### config.mk
export PLATFORM = sky130hd
export DESIGN_NAME = filter_loader
export DESIGN_NICKNAME = d
export VERILOG_FILES = /design/src/rtl/filter_loader.sv
export SDC_FILE = /design/constraint.sdc
export NUM_CORES = 1
export LEC_CHECK = 0
export CORE_ASPECT_RATIO = 0.75
export CORE_MARGIN = 2
export CORE_UTILIZATION = 30
export CTS_CLUSTER_SIZE = 16
export DETAILED_ROUTE_END_ITERATION = 12
export PLACE_DENSITY = 0.59
export REMOVE_ABC_BUFFERS = 1
export SLEW_MARGIN = 10
export SYNTH_ARGS = -nofsm -noshare
export SYNTH_HDL_FRONTEND = slang
export SYNTH_SLANG_ARGS = --single-unit
### constraint.sdc
create_clock -name clk -period 2.2 [get_ports clk]
set_clock_uncertainty 0.2 [all_clocks]
set_input_delay 0.22 -clock clk [delete_from_list [all_inputs] [get_ports clk]]
set_output_delay 0.22 -clock clk [all_outputs]
set_load 0.005 [all_outputs]
### src/rtl/filter_loader.sv
// Loads a COLS x COLS kernel of 8-bit weights from a byte stream and exposes
// it both as named val outputs and through a combinational random-read port.
module filter_loader #(
  parameter int COLS = 3
) (
  input  logic       clk,
  input  logic       rst_n,
  input  logic       start,
  input  logic       in_valid,
  input  logic [7:0] in_data,
  output logic       in_ready,
  output logic       loaded,
  output logic       busy,
  output logic [3:0] load_cnt,
  output logic [7:0] val11,
  output logic [7:0] val12,
  output logic [7:0] val13,
  output logic [7:0] val21,
  output logic [7:0] val22,
  output logic [7:0] val23,
  output logic [7:0] val31,
  output logic [7:0] val32,
  output logic [7:0] val33,
  input  logic [3:0] rd_addr,
  output logic [7:0] rd_data
);

  localparam int         N    = COLS * COLS;
  localparam logic [3:0] LAST = 4'(N - 1);
  localparam logic [3:0] NUM  = 4'(N);

  typedef enum logic [1:0] {
    IDLE,
    LOAD,
    DONE
  } state_t;

  state_t     r_state;
  state_t     w_next;
  logic [3:0] r_cnt;
  logic       r_loaded;
  logic [7:0] r_w [0:N-1];
  logic       w_ready;
  logic       w_accept;

  // A start in the same cycle as a byte always wins, so the byte is dropped.
  assign w_ready  = (r_state == LOAD) && !start;
  assign w_accept = w_ready && in_valid;

  always_ff @(posedge clk or negedge rst_n) begin
    if (!rst_n) r_state <= IDLE;
    else        r_state <= w_next;
  end

  always_comb begin
    w_next = r_state;
    case (r_state)
      IDLE:    if (start) w_next = LOAD;
      LOAD:    if (w_accept && (r_cnt == LAST)) w_next = DONE;
      DONE:    if (start) w_next = LOAD;
      default: w_next = IDLE;
    endcase
  end

  always_ff @(posedge clk or negedge rst_n) begin
    if (!rst_n) begin
      r_cnt    <= 4'd0;
      r_loaded <= 1'b0;
    end else if (start) begin
      r_cnt    <= 4'd0;
      r_loaded <= 1'b0;
    end else if (w_accept) begin
      r_cnt <= r_cnt + 4'd1;
      if (r_cnt == LAST) r_loaded <= 1'b1;
    end
  end

  // Untouched weights keep stale values across a restart; loaded flags validity.
  always_ff @(posedge clk or negedge rst_n) begin
    if (!rst_n) begin
      for (int i = 0; i < N; i++) r_w[i] <= 8'h00;
    end else if (w_accept) begin
      r_w[r_cnt] <= in_data;
    end
  end

  always_comb begin
    rd_data = 8'h00;
    if (rd_addr < NUM) rd_data = r_w[rd_addr];
  end

  assign in_ready = w_ready;
  assign busy     = (r_state == LOAD);
  assign loaded   = r_loaded;
  assign load_cnt = r_cnt;

  assign val11 = r_w[0];
  assign val12 = r_w[1];
  assign val13 = r_w[2];
  assign val21 = r_w[3];
  assign val22 = r_w[4];
  assign val23 = r_w[5];
  assign val31 = r_w[6];
  assign val32 = r_w[7];
  assign val33 = r_w[8];

endmodule

======== Word-level counts from Yosys, hierarchy flattened ========
Index checks and enable logic that the tools add are counted.
cells by class
  add/sub/neg operators ................... 1
  magnitude comparators ................... 4
  equal/unequal tests ..................... 5
  muxes and demuxes ....................... 15
  bitwise operators ....................... 2
  reduce and logical (&&, ||, !) cells .... 11
operator list
  cell                   count
  $bwmux W72             1
  $bmux W8 S4            1
  $demux W8 S4           1
  $mux W8                4
  $ge A5 B5 Y1 const B   2
  $not A4 Y5             2
  $mux W4                2
  $lt A5 B1 Y1 const B   1
  $add A4 B1 Y4 const B  1
  $eq A4 B4 Y1 const B   1
  $logic_and A1 B1 Y1    4
  $lt A4 B4 Y1 const B   1
  $mux W2                2
  $ne A2 B1 Y1 const B   2
  $pmux W2 S2            1
  $reduce_and A2 Y1      2
  $reduce_bool A2 Y1     2
  $mux W1                3
  $eq A2 B1 Y1 const B   1
  $eq A2 B2 Y1 const B   1
  $logic_not A2 Y1       1
  $reduce_or A2 Y1       1
  $logic_not A1 Y1       1
storage, ports and cells
  register bits ........................... 79
  input port bits ......................... 16
  word-level logic and storage cells ...... 50

======== Depth between registers and ports, before layout ========
Gate-level depths: netlist of run 1.
  depth in word-level cells ............... 6
  depth in mapped cells ................... 6
  gate-level depth less buffers ........... 4

======== Worst setup path before layout of run 1 ========
No wires, ideal clock.
  path kind ............................... reg-to-reg
  start ................................... register r_state[1]
  end ..................................... register r_w, in the netlist val33[0]
  setup time .............................. 125 ps
  arrival time ............................ 1349 ps
  required time ........................... 1875 ps
  setup slack ............................. 526 ps
  stages on the path, launching flop included .. 6
  path buffers ............................ 2
  clock period less this slack ............ 1674 ps
  path through ............................ dfrtp_1 and4bb_1 buf_6 nand4b_4 buf_6 mux2_4
on the way
  word-level cells in the longest chain between the ends .. 3
ends and longest elaborated chain
  item                           RTL line  RTL
  start, declared                38        state_t r_state;
  start signal, assigned         52        else r_state <= w_next;
  $eq A2 B1 Y1                   47        assign w_ready = (r_state == LOAD) && !start;
  $logic_and A1 B1 Y1            47
  $logic_and A1 B1 Y1            48        assign w_accept = w_ready && in_valid;
  end signal, assigned by index  83        r_w[r_cnt] <= in_data;
  end, declared                  42        logic [7:0] r_w [0:N-1];
No other way between the ends.
A chain may end at the register's enable or synchronous reset.

======== Final worst setup path of run 1 ========
  start ................................... input rd_addr[2]
  end ..................................... output rd_data[3]
on the way
  word-level cells in the longest chain between the ends .. 5
ends and longest elaborated chain
  item                                         RTL line  RTL
  start, declared                              24        input logic [3:0] rd_addr,
  $not A4 Y5 (implied by the code)             89        if (rd_addr < NUM) rd_data = r_w[rd_addr];
  $bmux W8 S4                                  89
  $mux W8 (implied by the code) (2 in series)  89
  $mux W8 *                                    89
  end, declared                                25        output logic [7:0] rd_data
Every way passes the cells marked *; elsewhere a longest branch is shown, timed or not. The select of a mux whose other input is x is not followed.

==> metrics, run 1 <==
outcome=finished, violations left; failing checks=setup timing; final worst slack=-2.19 ps; worst stage delay on the critical path=470 ps; Core Region=12300 sq um; layout cells sized above 1=0.406; Routed WL=11200 um; Netlist cell types=32; synth-to-layout area growth=51.9%; Die X=134 um; average size of a mapped cell=14.3 sq um; FF+latch area=1980 sq um; drc violations=0; post-detail-place hpwl=8010 um; utilization after layout=0.467; Longest Clk Path Bufs=2; CP dominant cell by count=buf_6; clk_lat worst skew=340 ps; antenna-violating nets left=0; CTS tree=done; arrival time at the worst endpoint=1780 ps; fin crit share=1.00; Rel. slew slack=0.641; Tightest Pin Transition=538 ps; TritonCTS Buffers=9; HP Class=in -> async; yosys warns=0; Synth Register Bits=79; CTS Sinks=79; final setup violation count=1; leak pwr=2.67 nW; worst path cell trace=clkdlybuf4s50_1 -> buf_6 -> buf_6 -> nor2b_1 -> buf_4 -> a22oi_2 -> a31o_2 -> clkdlybuf4s15_1; CP Launch Type=input port; Syn Inst Count=264; I/O Pins=103; min Tclk post-route=2200 ps; max cap viols=0; first-pass GRT wire length=17100 um; Multi-input gate area=1780 sq um; initial antenna violation count=0; Final nets=434; num rows=35; DR vias=2806; post-synthesis sequential area ratio=0.522; Max FO, Critical Path=6; GRT Residual Overflow=0; CP max stage cell=clkdlybuf4s50_1; CTS H-Tree Depth=3; Slew Limit Fails=0; Placed Area=5220 sq um; vias in the first global route=2992; Worst EP required=1780 ps; pin count of the biggest net entering global routing=38; Die Area=13500 sq um; WP buf/inv=5; fillcell total=1100; CTS root buf=clkbuf_16; clock-pin slew on the worst setup and hold paths=60 ps; crit path kind=in -> out; post-synthesis cell area=3780 sq um; vias per cell=4.79; crit-path leading delay family=buffers and inverters; PortBufs=102; f_max=454 MHz; Power Density=826 nW/um^2; GP Congestion=0.757; total track usage=0.170; RSZ-0062 raised after global routing=yes; endpoint class of the critical path=primary output; First-pass DRT Iterations=4; Initial Utilization=0.307; Initial DRC Count=83; design area=5750 sq um; Pwr Total=4.75 mW; die span in y=101 um; Fin. Hold Viols=0; Peak VDD IR=0.373 mV; WL/cell=19.0 um
==> synthesized netlist by cell type, drive strengths merged <==
| library cell | number | area [sq um] |
|---|---|---|
| a22oi | 3 | 22.5 |
| o21ai | 5 | 25.0 |
| and4bb | 1 | 12.5 |
| nand2 | 2 | 7.51 |
| nor2b | 3 | 18.8 |
| nand3 | 12 | 100 |
| nor4b | 1 | 15.0 |
| a31o | 3 | 26.3 |
| mux2i | 25 | 250 |
| nand4bb | 1 | 11.3 |
| nand2b | 4 | 25.0 |
| nand4b | 1 | 23.8 |
| nor3 | 1 | 5.00 |
| mux4 | 5 | 113 |
| mux2 | 72 | 837 |
| a21oi | 5 | 25.0 |
| or3 | 2 | 12.5 |
| clkbuf | 3 | 11.3 |
| ha | 4 | 50.1 |
| and2 | 3 | 18.8 |
| nand3b | 1 | 7.51 |
| xnor2 | 1 | 8.76 |
| nor2 | 5 | 18.8 |
| a221oi | 4 | 35.0 |
| buf | 8 | 63.8 |
| inv | 5 | 18.8 |
| a22o | 5 | 43.8 |
| dfrtp | 79 | 1980 |
==> cell families after synthesis <==
group	share of synthesized area
muxes	0.317
adders and majority gates	0.0132
buffers and inverters	0.0248
DFF	0.522
AOI/OAI and AO/OA	0.0470
and+or+nand+nor	0.0731
xor gates and xnor gates	0.00232
==> sequential cells by signal, indices dropped and copies added, names as in the netlist <==
| signal | cells |
|---|---|
| r_state | 2 |
| loaded | 1 |
| val12 | 8 |
| val13 | 8 |
| val21 | 8 |
| val22 | 8 |
| val32 | 8 |
| load_cnt | 4 |
| val31 | 8 |
| val11 | 8 |
| val33 | 8 |
| val23 | 8 |
==> area by class of cell <==
class / instances / area share
clock buffers: 10 / 0.0416
well taps: 166 / 0.0361
flip-flops and latches: 79 / 0.344
multi-input cells: 169 / 0.309
repair buffers: 150 / 0.251
clock inverters: 6 / 0.0146
inverters: 5 / 0.00327
diodes: 1 / 0.000435
==> final timing paths <==
path	startpoint	end	slack, ps	depth (start not counted)
min in group clk	loaded$_DFFE_PN0P_	loaded$_DFFE_PN0P_	320	2
max reg2reg	load_cnt[2]$_DFFE_PN0P_	val23[2]$_DFFE_PN0P_	270	3
max in group asynchronous	rst_n	val23[6]$_DFFE_PN0P_	1040	3
min	rst_n	load_cnt[2]$_DFFE_PN0P_	230	2
max	rd_addr[2]	rd_data[3]	-2	8
min reg2reg	loaded$_DFFE_PN0P_	loaded$_DFFE_PN0P_	320	2
==> cells in the final DEF, fill, tap and decap left out, types with 5 or more instances in the layout <==
cell,instances
inv_1,5
clkbuf_16,9
mux2_2,65
mux2_4,7
a22o_1,5
clkdlybuf4s50_1,91
a21oi_1,5
mux2i_1,25
dfrtp_1,79
buf_12,6
mux4_2,5
nand3_2,8
buf_4,39
==> report_power, final <==
group	internal (mW)	total [mW]	switching (mW)
Sequential	1.70	1.90	0.206
Combinational	0.793	1.24	0.443
Clock	1.02	1.61	0.586
Total	3.51	4.75	1.23
==> metal layers <==
metal  vias to the layer above  part of all wire  GRT usage
li1                       1290                 -          -
met1                      1428              0.46      0.228
met2                        78              0.47      0.271
met3                        10             0.058     0.0465
met4                         0             0.012     0.0548
met5                         -                 0          0
==> through the flow <==
stage                     hold slack [ps]  instances  setup TNS [ps]  setup WS, ps
after floorplan                      -276        253               0           294
after global placement               39.8        550           -2450          -409
after detailed placement             37.4        550           -2810          -416
after CTS                             234        582           -49.0         -33.6
after global routing                  266        585            -223         -60.8
final                                 227        586           -2.19         -2.19
==> timing repair <==
action	CTS	global route
setup buffers	15	3
hold endpoints to repair	35	0
pin swaps	5	5
hold buffers	1	0
setup endpoints to repair	8	7
resized for setup	28	10
Power figures use the tool's default switching activity.
==> run 2, diff against run 1 <==
ABC_CLOCK_PERIOD_IN_PS = 2200   (was default)
PLACE_DENSITY = 0.62   (was 0.59)
RECOVER_POWER = 100   (was default)
==> run 2 against run 1 <==
Net effect:
- the flow now finishes without violations
- final cell count shrank 0.17%
- utilization shrank 1.4 points
- largest power group unchanged
- critical endpoint is now rd_data[2]
- total power shrank 4.9%
- largest cell class unchanged
- design area shrank 2.9%
- sequential cell count is the same
- hold slack gained 92 ps
- critical path type is now reg -> out
==> metrics, run 2 (same netlist as run 1, synthesis figures left out) <==
sequential power share=0.417 (was 0.401); clk_lat worst skew=330 ps (was 340 ps); Longest Clk Path Bufs=2 (unchanged); die span in y=101 um (unchanged); met1 wire length=5270 um (was 5080 um); most frequent cells in the layout=79 x dlygate4sd3_1, 79 x dfrtp_1, 65 x mux2_2 (was 91 x clkdlybuf4s50_1, 79 x dfrtp_1, 65 x mux2_2); Max FO, Critical Path=2 (was 6); Net Sw Frac=0.261 (was 0.260); Switch Pwr=1.18 mW (was 1.23 mW); Tightest Pin Transition=854 ps (was 538 ps); arrival time at the worst endpoint=1730 ps (was 1780 ps); Core Region=12300 sq um (unchanged); utilization after layout=0.453 (was 0.467); Clk pwr share=0.336 (was 0.338); combinational power share=0.247 (was 0.260); Initial Utilization=0.307 (unchanged); fin crit share=0.977 (was 1.00); Worst EP required=1780 ps (about the same); I/O Pins=103 (unchanged); GRT Residual Overflow=0 (unchanged); pin count of the biggest net entering global routing=49 (was 38); final setup violation count=0 (was 1); Final nets=434 (unchanged); Met3 Wirelength=606 um (was 643 um); HP Class=reg -> reg (was in -> async); WP buf/inv=1 (was 5); final worst slack=51.2 ps (was -2.19 ps); Peak VDD IR=0.402 mV (was 0.373 mV); endpoint class of the critical path=primary output (unchanged); min Tclk post-route=2150 ps (was 2200 ps); Die X=134 um (unchanged); f_max=465 MHz (was 454 MHz); CTS Sinks=79 (unchanged); clock-pin slew on the worst setup and hold paths=60 ps (about the same); vias in the first global route=2956 (was 2992); GP Congestion=0.784 (was 0.757); vias per cell=4.80 (was 4.79); total track usage=0.170 (about the same); num rows=35 (unchanged); CTS tree=done (unchanged); synth-to-layout area growth=47.5% (was 51.9%); RSZ-0062 raised after global routing=no (was yes); max cap viols=0 (unchanged); CTS root buf=clkbuf_16 (unchanged); layout cells sized above 1=0.348 (was 0.406); # placed instances=551 (was 550); crit path kind=reg -> out (was in -> out); CP max stage cell=mux4_2 (was clkdlybuf4s50_1); post-detail-place hpwl=8260 um (was 8010 um); PortBufs=102 (unchanged); First-pass DRT Iterations=4 (unchanged); first-pass GRT wire length=17300 um (was 17100 um); worst path cell trace=mux4_2 -> nand2b_4 -> a22o_1 -> clkbuf_2 (was clkdlybuf4s50_1 -> buf_6 -> buf_6 -> nor2b_1 -> buf_4 -> a22oi_2 -> a31o_2 -> clkdlybuf4s15_1); Setup TNS=0 ps (was -2.19 ps); Die Area=13500 sq um (unchanged); outcome=complete, no violations (was finished, violations left); drc violations=0 (unchanged); Detail Route met2 WL=5130 um (was 5300 um); initial antenna violation count=0 (unchanged); Antenna Cells=0 (was 1); Initial DRC Count=106 (was 83); P_int=3.34 mW (was 3.51 mW); CP Launch Type=flip-flop (was input port); max layer used=met4 (unchanged); Fin. Hold Viols=0 (unchanged); leak pwr=2.82 nW (was 2.67 nW); CTS H-Tree Depth=3 (unchanged); worst slack, placed=-370 ps (was -416 ps); antenna-violating nets left=0 (unchanged); TritonCTS Buffers=9 (unchanged); crit-path leading delay family=multiplexers (was buffers and inverters); WL/cell=19.0 um (about the same); DR vias=2808 (was 2806); Rel. slew slack=0.430 (was 0.641); Slew Limit Fails=0 (unchanged); worst stage delay on the critical path=490 ps (was 470 ps); Non-Filler Instances=585 (was 586); Power Density=809 nW/um^2 (was 826 nW/um^2); Routed WL=11100 um (was 11200 um)
run 2: path summary, 6_finish.rpt:
check | end | from | slack (ps) | cells after the start
min in group asynchronous | load_cnt[3]$_DFFE_PN0P_ | rst_n | 330 | 2
setup / recovery | rd_data[2] | val31[2]$_DFFE_PN0P_ | 50 | 4
setup reg to reg | val12[1]$_DFFE_PN0P_ | r_state[1]$_DFFE_PN0P_ | 100 | 4
max in group asynchronous | val12[0]$_DFFE_PN0P_ | rst_n | 730 | 3
hold reg to reg | loaded$_DFFE_PN0P_ | loaded$_DFFE_PN0P_ | 320 | 2
hold / removal | loaded$_DFFE_PN0P_ | loaded$_DFFE_PN0P_ | 320 | 2
run 2: power by group through the flow:
stage / sequential, mW / combinational, mW / clock [mW]
after floorplan: 1.90 / 0.403 / 0
after global placement: 1.91 / 1.20 / 0
after detailed placement: 1.92 / 1.22 / 0
after CTS: 1.90 / 1.24 / 1.57
after global routing: 1.92 / 1.21 / 1.63
final: 1.88 / 1.12 / 1.52
run 2: cell type report:
| cell class | instances | area (sq um) |
|---|---|---|
| fillers | 1105 | 6730 |
| flip-flops and latches | 79 | 1980 |
| multi-input cells | 169 | 1680 |
| repair buffers | 150 | 1390 |
| clock buffers | 12 | 256 |
| well taps | 166 | 208 |
| clock inverters | 4 | 53.8 |
| inverters | 5 | 18.8 |
run 2: metrics by stage:
step | hold WS, ps | power, mW | instance area [sq um]
2_1_floorplan | -276 | 2.31 | 3710
3_3_place_gp | -7.79 | 3.12 | 5190
3_5_place_dp | -3.08 | 3.15 | 5190
4_1_cts | 180 | 4.70 | 5660
5_1_grt | 351 | 4.76 | 5580
6_report | 319 | 4.52 | 5580
run 2: what timing repair did:
item / CTS / global route
pin swaps: 6 / 0
resized for setup: 31 / 2
setup endpoints to repair: 8 / 2
setup buffers: 15 / 2
hold buffers: 1 / 0
cloned: 0 / 0
endpoints found under the hold margin: 31 / 0
run 2: worst reg2reg max path: stages (launching register included):
cell,delay [ps]
dfrtp_1,420
and4bb_1,330
buf_12,140
nand3_1,450
mux2_2,460
run 2: routing by layer:
layer | vias to the layer above | global-route usage
met5 | - | 0
met4 | 0 | 0.0450
met3 | 7 | 0.0470
met2 | 80 | 0.264
met1 | 1437 | 0.238
li1 | 1284 | -
